File: config.mk
export PLATFORM = sky130hd
export DESIGN_NAME = video_timing_gen
export DESIGN_NICKNAME = d
export VERILOG_FILES = /design/src/rtl/video_timing_gen.sv
export SDC_FILE = /design/constraint.sdc
export NUM_CORES = 1
export LEC_CHECK = 0
export ABC_AREA = 1
export BUFFER_PORTS_ARGS = -buffer_cell sky130_fd_sc_hd__buf_2
export CAP_MARGIN = 10
export CELL_PAD_IN_SITES_DETAIL_PLACEMENT = 0
export CELL_PAD_IN_SITES_GLOBAL_PLACEMENT = 1
export CORE_AREA = 2 2 136 111
export DETAILED_ROUTE_END_ITERATION = 10
export DIE_AREA = 0 0 138 113
export GPL_TIMING_DRIVEN = 0
export PLACE_DENSITY_LB_ADDON = 0.25
export SETUP_SLACK_MARGIN = 0.02
export SLEW_MARGIN = 20
export SYNTH_ARGS = -nofsm -noshare
export SYNTH_HDL_FRONTEND = slang
export SYNTH_SLANG_ARGS = --single-unit
File: constraint.sdc
create_clock -name clock -period 3.45 [get_ports clock]
set_clock_uncertainty 0.15 [all_clocks]
set_input_delay 0.1725 -clock clock [delete_from_list [all_inputs] [get_ports clock]]
set_output_delay 0.1725 -clock clock [all_outputs]
set_load 0.01 [all_outputs]
File: src/rtl/video_timing_gen.sv
// video_timing_gen: programmable raster timing generator with a run-time
// selectable test pattern, active-area coordinates and a frame counter.
//
// Ports:
//   clock        pixel clock
//   reset_n      asynchronous active-low reset
//   enable       count enable; low freezes counters, shadows and outputs
//   pattern_sel  0 colorbar, 1 gray ramp, 2 grid, 3 solid
//   solid_color  {R,G,B} colour for the solid pattern
//   hsync/vsync  syncs, active level set by HSYNC_POL / VSYNC_POL
//   de           active-video enable
//   pixel_r/g/b  pattern pixel, zero during blanking
//   hcount/vcount active x/y coordinate, zero during blanking
//   frame_start  one-cycle pulse on the output cycle decoding position (0,0)
//   frame_count  completed-frame counter (wraps 255 -> 0)
//
// Every output is registered one clock after the counter state it decodes.
// Optional feature: define VIDEO_TIMING_GEN_SCROLL_EN to scroll patterns
// 0 and 1 horizontally by one pixel per frame.

module video_timing_gen #(
  parameter int unsigned H_TOTAL    = 800,
  parameter int unsigned H_SYNC     = 96,
  parameter int unsigned H_BACKP    = 48,
  parameter int unsigned H_ACTIVE   = 640,
  parameter int unsigned V_TOTAL    = 525,
  parameter int unsigned V_SYNC     = 2,
  parameter int unsigned V_BACKP    = 33,
  parameter int unsigned V_ACTIVE   = 480,
  parameter int unsigned HSYNC_POL  = 0,
  parameter int unsigned VSYNC_POL  = 0,
  parameter int unsigned COLOR_BITS = 8
) (
  input  logic                      clock,
  input  logic                      reset_n,
  input  logic                      enable,
  input  logic [1:0]                pattern_sel,
  input  logic [3*COLOR_BITS-1:0]   solid_color,
  output logic                      hsync,
  output logic                      vsync,
  output logic                      de,
  output logic [COLOR_BITS-1:0]     pixel_r,
  output logic [COLOR_BITS-1:0]     pixel_g,
  output logic [COLOR_BITS-1:0]     pixel_b,
  output logic [11:0]               hcount,
  output logic [11:0]               vcount,
  output logic                      frame_start,
  output logic [7:0]                frame_count
);

  localparam int unsigned CW = 12;
  localparam int unsigned CB = COLOR_BITS;
  localparam int unsigned PW = 3 * COLOR_BITS;
  localparam int unsigned FW = 8;

  localparam logic [CW-1:0] H_LAST      = CW'(H_TOTAL - 1);
  localparam logic [CW-1:0] V_LAST      = CW'(V_TOTAL - 1);
  localparam logic [CW-1:0] H_SYNC_END  = CW'(H_SYNC);
  localparam logic [CW-1:0] V_SYNC_END  = CW'(V_SYNC);
  localparam logic [CW-1:0] H_ACT_START = CW'(H_SYNC + H_BACKP);
  localparam logic [CW-1:0] H_ACT_END   = CW'(H_SYNC + H_BACKP + H_ACTIVE);
  localparam logic [CW-1:0] V_ACT_START = CW'(V_SYNC + V_BACKP);
  localparam logic [CW-1:0] V_ACT_END   = CW'(V_SYNC + V_BACKP + V_ACTIVE);

  // Bar width; a zero width (H_ACTIVE < 8) makes BARS_END zero so every
  // active pixel falls into the black remainder and the divisor is unused.
  localparam int unsigned   BAR_W    = H_ACTIVE / 8;
  localparam logic [CW-1:0] BAR_DIV  = CW'((BAR_W == 0) ? 1 : BAR_W);
  localparam logic [CW-1:0] BARS_END = CW'(BAR_W * 8);

  localparam logic HS_ON = 1'(HSYNC_POL);
  localparam logic VS_ON = 1'(VSYNC_POL);

  typedef enum logic [1:0] {
    PAT_BAR   = 2'd0,
    PAT_RAMP  = 2'd1,
    PAT_GRID  = 2'd2,
    PAT_SOLID = 2'd3
  } pattern_e;

  // Timing state and frame-boundary shadows
  logic [CW-1:0] hcnt_q, hcnt_d;
  logic [CW-1:0] vcnt_q, vcnt_d;
  logic [FW-1:0] fcnt_q, fcnt_d;
  pattern_e      pat_q, pat_d;
  logic [PW-1:0] solid_q, solid_d;

  // Registered outputs
  logic          hsync_q, hsync_d;
  logic          vsync_q, vsync_d;
  logic          de_q, de_d;
  logic [PW-1:0] pix_q, pix_d;
  logic [CW-1:0] hcount_q, hcount_d;
  logic [CW-1:0] vcount_q, vcount_d;
  logic          fstart_q, fstart_d;
  logic [FW-1:0] fcount_q, fcount_d;

  // Decode of the current counter position
  logic          at_origin_c;
  logic          h_act_c, v_act_c, de_c;
  logic [CW-1:0] x_c, y_c, xs_c;
  logic [2:0]    bar_idx_c;
  logic [2:0]    bar_rgb_c;
  logic [PW-1:0] rgb_c;

  assign at_origin_c = (hcnt_q == '0) && (vcnt_q == '0);
  assign h_act_c     = (hcnt_q >= H_ACT_START) && (hcnt_q < H_ACT_END);
  assign v_act_c     = (vcnt_q >= V_ACT_START) && (vcnt_q < V_ACT_END);
  assign de_c        = h_act_c && v_act_c;
  assign x_c         = hcnt_q - H_ACT_START;
  assign y_c         = vcnt_q - V_ACT_START;

  // Horizontal source coordinate for the colorbar and ramp patterns
`ifdef VIDEO_TIMING_GEN_SCROLL_EN
  localparam int unsigned SW = CW + 1;
  logic [SW-1:0] xsum_c;
  assign xsum_c = SW'(x_c) + SW'(fcnt_q);
  // Single conditional subtract: wraps one screen width only
  assign xs_c   = (xsum_c >= SW'(H_ACTIVE)) ? CW'(xsum_c - SW'(H_ACTIVE))
                                            : CW'(xsum_c);
`else
  assign xs_c = x_c;
`endif

  // Colorbar: white, yellow, cyan, green, magenta, red, blue, black as {R,G,B}
  always_comb begin
    bar_idx_c = 3'(xs_c / BAR_DIV);
    bar_rgb_c = 3'b000;
    case (bar_idx_c)
      3'd0:    bar_rgb_c = 3'b111;
      3'd1:    bar_rgb_c = 3'b110;
      3'd2:    bar_rgb_c = 3'b011;
      3'd3:    bar_rgb_c = 3'b010;
      3'd4:    bar_rgb_c = 3'b101;
      3'd5:    bar_rgb_c = 3'b100;
      3'd6:    bar_rgb_c = 3'b001;
      default: bar_rgb_c = 3'b000;
    endcase
    if (xs_c >= BARS_END) begin
      bar_rgb_c = 3'b000;
    end
  end

  // Pattern pixel from the shadowed selection
  always_comb begin
    rgb_c = '0;
    case (pat_q)
      PAT_BAR:   rgb_c = {{CB{bar_rgb_c[2]}}, {CB{bar_rgb_c[1]}}, {CB{bar_rgb_c[0]}}};
      PAT_RAMP:  rgb_c = {3{CB'(xs_c)}};
      PAT_GRID:  rgb_c = ((x_c[4:0] == 5'd0) || (y_c[4:0] == 5'd0)) ? {PW{1'b1}} : '0;
      PAT_SOLID: rgb_c = solid_q;
      default:   rgb_c = '0;
    endcase
  end

  // Counter and shadow next state
  always_comb begin
    hcnt_d  = hcnt_q;
    vcnt_d  = vcnt_q;
    fcnt_d  = fcnt_q;
    pat_d   = pat_q;
    solid_d = solid_q;
    if (enable) begin
      if (hcnt_q == H_LAST) begin
        hcnt_d = '0;
        if (vcnt_q == V_LAST) begin
          vcnt_d = '0;
          fcnt_d = fcnt_q + FW'(1);
        end else begin
          vcnt_d = vcnt_q + CW'(1);
        end
      end else begin
        hcnt_d = hcnt_q + CW'(1);
      end
      // Pattern changes only land on frame boundaries
      if (at_origin_c) begin
        pat_d   = pattern_e'(pattern_sel);
        solid_d = solid_color;
      end
    end
  end

  // Output next state; everything holds while disabled except frame_start
  always_comb begin
    hsync_d  = hsync_q;
    vsync_d  = vsync_q;
    de_d     = de_q;
    pix_d    = pix_q;
    hcount_d = hcount_q;
    vcount_d = vcount_q;
    fcount_d = fcount_q;
    fstart_d = 1'b0;
    if (enable) begin
      hsync_d  = (hcnt_q < H_SYNC_END) ? HS_ON : ~HS_ON;
      vsync_d  = (vcnt_q < V_SYNC_END) ? VS_ON : ~VS_ON;
      de_d     = de_c;
      pix_d    = de_c ? rgb_c : '0;
      hcount_d = de_c ? x_c : '0;
      vcount_d = de_c ? y_c : '0;
      fstart_d = at_origin_c;
      fcount_d = fcnt_q;
    end
  end

  // State registers
  always_ff @(posedge clock or negedge reset_n) begin
    if (!reset_n) begin
      hcnt_q   <= '0;
      vcnt_q   <= '0;
      fcnt_q   <= '0;
      pat_q    <= PAT_BAR;
      solid_q  <= '0;
      hsync_q  <= ~HS_ON;
      vsync_q  <= ~VS_ON;
      de_q     <= 1'b0;
      pix_q    <= '0;
      hcount_q <= '0;
      vcount_q <= '0;
      fstart_q <= 1'b0;
      fcount_q <= '0;
    end else begin
      hcnt_q   <= hcnt_d;
      vcnt_q   <= vcnt_d;
      fcnt_q   <= fcnt_d;
      pat_q    <= pat_d;
      solid_q  <= solid_d;
      hsync_q  <= hsync_d;
      vsync_q  <= vsync_d;
      de_q     <= de_d;
      pix_q    <= pix_d;
      hcount_q <= hcount_d;
      vcount_q <= vcount_d;
      fstart_q <= fstart_d;
      fcount_q <= fcount_d;
    end
  end

  assign hsync       = hsync_q;
  assign vsync       = vsync_q;
  assign de          = de_q;
  assign pixel_r     = pix_q[PW-1 -: CB];
  assign pixel_g     = pix_q[2*CB-1 -: CB];
  assign pixel_b     = pix_q[CB-1:0];
  assign hcount      = hcount_q;
  assign vcount      = vcount_q;
  assign frame_start = fstart_q;
  assign frame_count = fcount_q;

endmodule

; After elaboration in Yosys (flattened, before gate mapping)
; Index checks and enable logic that the tools add are counted.
[word_totals]
ff_bits = 118
latchBits = 0
romBits = 0
mem_count = 0
elab_cells = 63
input_bits = 29
output_inout_bits = 60
ram_bits = 0
[classes]
n_mul = 0
div_mod_pow = 1
shift = 0
addsub = 5
n_lt_le_gt_ge = 7
n_bitwise = 0
n_eq_ne = 11
mux = 12
reduce_logical = 14
[op_table]
columns = cell, n
row1 = 24-bit one-hot mux with 4 select lines, 1
row2 = 12-bit 2-to-1 mux, 4
row3 = 24-bit 2-to-1 mux, 2
row4 = 12-bit by 1-bit adder with 12-bit output (second input constant), 2
row5 = 12-bit by 10-bit equality test with 1-bit output (second input constant), 2
row6 = 12-bit zero test, 2
row7 = 12-bit by 10-bit < comparator with 1-bit output (second input constant), 2
row8 = 3-bit one-hot mux with 7 select lines, 1
row9 = 12-bit by 7-bit divider with 12-bit output (second input constant), 1
row10 = 12-bit by 10-bit greater-or-equal comparator with 1-bit output (second input constant), 1
row11 = 12-bit by 6-bit greater-or-equal comparator with 1-bit output (second input constant), 1
row12 = 12-bit by 8-bit greater-or-equal comparator with 1-bit output (second input constant), 1
row13 = 12-bit by 2-bit < comparator with 1-bit output (second input constant), 1
row14 = 12-bit by 7-bit < comparator with 1-bit output (second input constant), 1
row15 = 12-bit by 6-bit subtractor with 12-bit output (second input constant), 1
row16 = 12-bit by 8-bit subtractor with 12-bit output (second input constant), 1
row17 = 5-bit zero test, 2
row18 = 3-bit equality test (second input constant), 3
row19 = 8-bit by 1-bit adder with 8-bit output (second input constant), 1
row20 = 3-bit by 2-bit equality test with 1-bit output (second input constant), 2
row21 = 2-bit equality test (second input constant), 2
row22 = 1-bit logical AND, 4
row23 = 2-bit AND reduction, 2
row24 = 3-bit by 1-bit equality test with 1-bit output (second input constant), 1
row25 = 7 further kinds, 9

; Depth between registers and ports, before layout
[logic_depth]
ltp_word = 7
depth_mapped = 30
ltp_nobuf = 30

; Worst setup path after synthesis
; Ideal clock, no wire load.
[synth_timing]
path_kind = register -> register
startpoint = reg hcnt_q[4]
endpoint = reg pix_q[0]
arrival_time_ns = 2.618
n_path_buf = 0
required_time_ns = 3.183
stages_incl_launch_ff = 28
period_less_slack_ns = 2.884
setup_ns = 0.117
path_slack_ns = 0.566
cell_sequence = dfrtp_1 inv_2 ha_1 nand2_2 nand2_4 nand2_1 nand2_2 nand2_4 inv_4 nand3_2 nand3_1 nand3_2 nand2_2 nand2_2 a21oi_2 nand2_4 nand2_2 nand2_1 nand2_2 inv_2 nand2_2 nand2_4 nand2_1 nand2_1 nand2_2 nand2_4 nand2_1 nand2_1
[synth_between]
elab_chain_len = 7
word_cells_on_any_way = 21
classes_between = add/sub: 1 / div: 1 / order compare: 3 / eq/ne: 6 / mux: 5 / reduce/logical: 5
[synth_lines]
columns = item, line
row1 = start: declaration, 82  ; logic [CW-1:0] hcnt_q, hcnt_d;
row2 = start signal: assignment, 222  ; hcnt_q <= hcnt_d;
row3 = 12-bit by 8-bit subtractor with 12-bit output, 110  ; assign x_c = hcnt_q - H_ACT_START;
row4 = 12-bit by 7-bit divider with 12-bit output, 127  ; bar_idx_c = 3'(xs_c / BAR_DIV);
row5 = 3-bit equality test (tied with other cells), 129  ; case (bar_idx_c)
row6 = 3-bit one-hot mux with 7 select lines, 129
row7 = 3-bit 2-to-1 mux, 139  ; if (xs_c >= BARS_END) begin
row8 = 24-bit one-hot mux with 4 select lines, 147  ; case (pat_q)
row9 = 24-bit 2-to-1 mux *, 197  ; pix_d = de_c ? rgb_c : '0;
row10 = end signal: assignment, 230  ; pix_q <= pix_d;
row11 = end: declaration, 92  ; logic [PW-1:0] pix_q, pix_d;
; Mark *: on every way between the ends. The rest lies on a longest branch, timed or not.
; A chain may end at the register's enable or synchronous reset.

; Worst setup path after layout
[layout_timing]
startpoint = reg vcnt_q[0]
endpoint = reg pix_q[2]
[layout_between]
elab_chain_len = 6
word_cells_on_any_way = 10
classes_between = add/sub: 1 / order compare: 2 / mux: 3 / reduce/logical: 4
[layout_lines]
columns = item, line
row1 = start: declaration, 83  ; logic [CW-1:0] vcnt_q, vcnt_d;
row2 = start signal: assignment, 223  ; vcnt_q <= vcnt_d;
row3 = 12-bit by 6-bit subtractor with 12-bit output, 111  ; assign y_c = vcnt_q - V_ACT_START;
row4 = 5-bit zero test, 150  ; PAT_GRID: rgb_c = ((x_c[4:0] == 5'd0) || (y_c[4:0] == 5'd0)) ? {PW{1'b1}} : '0;
row5 = 1-bit logical OR, 150
row6 = 24-bit 2-to-1 mux, 150
row7 = 24-bit one-hot mux with 4 select lines, 147
row8 = 24-bit 2-to-1 mux *, 197
; Marked as above.

==> flow_summary.json <==
{
  "yosys-top-cells-area": "dfrtp_1, nand2_1, o21ai_0, inv_1, nor2_1",
  "die_w_um": 138,
  "maxCapViolCount": 0,
  "stdcell_area_um2": 7470,
  "antenna_found_initial": 0,
  "drt-initial-drc-count": 403,
  "finalHoldViolCount": 1,
  "numClockSinks": 118,
  "synth_flop_cell": "dfrtp_1",
  "clk_latency_ns": 0.42,
  "async_reset_ff_frac": 1.000,
  "synth.top_cell.area_share": 0.4924,
  "grt_max_degree": 73,
  "synth_xor_area_frac": 0.03587,
  "gp_congestion": 0.8245,
  "antenna_cells": 0,
  "place_area_um2": 6595,
  "portBuffers": 87,
  "cts_root_buf": "clkbuf_16",
  "synth_compound_gate_area_share": 0.1076,
  "cts_max_level": 4,
  "cp-end-kind": "register",
  "synth_adder_area_share": 0.01910,
  "p_leak_nw": 3.933,
  "synth-simple-area-share": 0.2797,
  "cts_tree": "built",
  "ant_nets": 0,
  "yosys_warnings": 0,
  "ir_drop_mv": 0.3522,
  "die_y_um": 113,
  "hold_class": "in -> reg",
  "synth_area_leader_cell": "dfrtp_1",
  "worstMarginPinSlew_ns": 0.6604,
  "fmax_mhz": 312.5,
  "crit_type": "reg -> reg",
  "required_ns": 3.60,
  "finalCriticalPeriod_ns": 3.200,
  "vias": 5297,
  "synth-edff-count": 0,
  "synth_seq_cells": 118,
  "routedWlPerCell_um": 15.33,
  "finalPower_mw": 4.190,
  "grt.overflow.total": 0,
  "grt_pass1_wl_mm": 26.34,
  "outcome": "finished, violations left",
  "avgViaCountPerCell": 5.035,
  "nets": 893,
  "power_density_nw_per_um2": 561.0,
  "dp_hpwl_mm": 11.50,
  "numCtsBuffers": 17,
  "slew_viol_final": 0,
  "startpoint_type": "register",
  "die-area_um2": 15590,
  "rows": 39,
  "grt.total_usage": 0.2142,
  "finalSetupViolations": 0,
  "seq_area_frac_synth": 0.5013,
  "syn_area_um2": 5896,
  "synth_top_family_by_area": "simple AND/OR/NAND/NOR gates",
  "clockBufferDepth": 2,
  "cp.arrival_ns": 3.35,
  "start_util": 0.4166,
  "fill_cells": 1400,
  "drcViolationCount": 0,
  "syn_avg_cell_area_um2": 8.188,
  "clk_pin_slew_ns": 0.05,
  "fin_setup_tns_ns": 0,
  "violations": "hold timing",
  "synth_cell_types": 42,
  "cp_max_fo": 10,
  "synth.area.mux_share": 0,
  "drive_gt1_frac": 0.2016,
  "synthToLayoutAreaGrowth_pct": 26.70,
  "grt_pass1_vias": 5196,
  "slew_headroom": 0.5597,
  "syn_inst": 720,
  "rsz0062_at_grt": "no",
  "finalCritPeriodShare": 0.9276,
  "dr.pass1.iters": 5,
  "core-area_um2": 14150,
  "io-pin-count": 89,
  "wirelength_mm": 16.13,
  "whs_ns": -0.001672,
  "syn-num-nets": 758
}
## repair_timing
action,4_1_cts,5_1_grt
gates resized for setup,0,12
setup buffers,0,1
hold buffers,27,0
setup endpoints to repair,0,19
hold endpoints to repair,73,0
## worst max-delay path: stages (launching register included)
cell	delay [ns]
dfrtp_1	0.46
ha_1	0.27
nor2_1	0.19
inv_1	0.09
o21ai_0	0.28
nand2_1	0.16
nor4_1	0.34
nor4_1	0.08
nand2_1	0.32
clkbuf_1	0.49
nor2_1	0.10
nand2_1	0.10
nand2_1	0.06
## layout by cell type, fill, tap and decap left out, types with 8 or more instances in the layout
master / Yosys / final
o31ai_1: 8 / 8
nand3_1: 32 / 31
nor3_1: 8 / 8
nor2_1: 48 / 47
buf_2: 0 / 86
ha_1: 9 / 8
clkbuf_1: 20 / 23
nand2_1: 236 / 235
o21ai_0: 48 / 48
inv_1: 61 / 60
dlygate4sd3_1: 0 / 27
dfrtp_1: 116 / 114
xor2_1: 19 / 19
nand2_2: 18 / 19
clkbuf_16: 0 / 17
a21oi_1: 32 / 32
## cells by family after synthesis
logic type | count (synthesis)
AND/OR/NAND/NOR | 375
XOR/XNOR | 22
buffers and inverters | 88
flip-flops | 118
adder cells (fa/ha/maj) | 9
AO/OA/AOI/OAI | 108
## cell usage after synthesis (6+ instances only)
library cell  instances
a21oi_1              32
nor4_1                7
nor2_1               48
xor2_1               19
nor3_1                8
inv_1                61
inv_2                 6
nand3_1              32
nand2_1             236
nand2_4               6
nand4_1               7
dfrtp_1             116
ha_1                  9
o31ai_1               8
nand3_2               6
nand2_2              18
o21ai_0              48
clkbuf_1             20
## metal layers
layer	GRT usage	wire, um
met5	0	0
met4	0.07211	277
met3	0.05501	1048
met2	0.3221	7083
met1	0.3041	7718
## flip-flops by register name (all words and copies together) (netlist names), 8 cells and up
| signal | cells |
|---|---|
| pix_q | 24 |
| solid_q | 24 |
| hcnt_q | 12 |
| hcount | 12 |
| vcnt_q | 12 |
| vcount | 12 |
| fcnt_q | 8 |
| frame_count | 8 |
## final timing paths
path / to / from / slack, ns / cells after the start
worst min register to register: frame_count[1] / frame_count[1] / 0.32 / 2
worst max register to register: pix_q[2] / vcnt_q[0] / 0.25 / 12
worst min-delay path: hsync / enable / -0.002 / 3
max in group asynchronous: pix_q[8] / reset_n / 2.32 / 3
min in group asynchronous: vcnt_q[5] / reset_n / 0.11 / 2
worst max-delay path: pix_q[2] / vcnt_q[0] / 0.25 / 12
## power breakdown
part	switching [mW]	total (mW)	internal [mW]	leakage, nW
clock	0.620	1.68	1.06	0.277
sequential	0.0609	1.49	1.43	1.55
combinational	0.656	1.01	0.357	2.11
total	1.34	4.19	2.85	3.93
## stage by stage
step | hold WS (ns) | util | instances | setup WS [ns]
after floorplan | -0.2731 | - | 720 | 0.5660
after global placement | 0.2187 | 0.4637 | 991 | 0.2082
after detailed placement | -0.007068 | 0.4660 | 992 | 0.1009
after CTS | 0.002797 | 0.5251 | 1051 | 0.07791
after global routing | 0.004720 | 0.5279 | 1052 | 0.04761
final | -0.001672 | 0.5279 | 1052 | 0.2498
## cell type report
type,count,area (um^2),share of cell area
tap,184,230.2,0.03082
timing repair buffer,116,747.0,0.1000
multi-input combinational,514,2630,0.3521
clock inverter,7,70.07,0.009380
sequential,118,2958,0.3960
inverter,68,262.8,0.03518
clock buffer,25,495.5,0.06633
buffer,20,76.32,0.01022
Power figures use the tool's default switching activity.
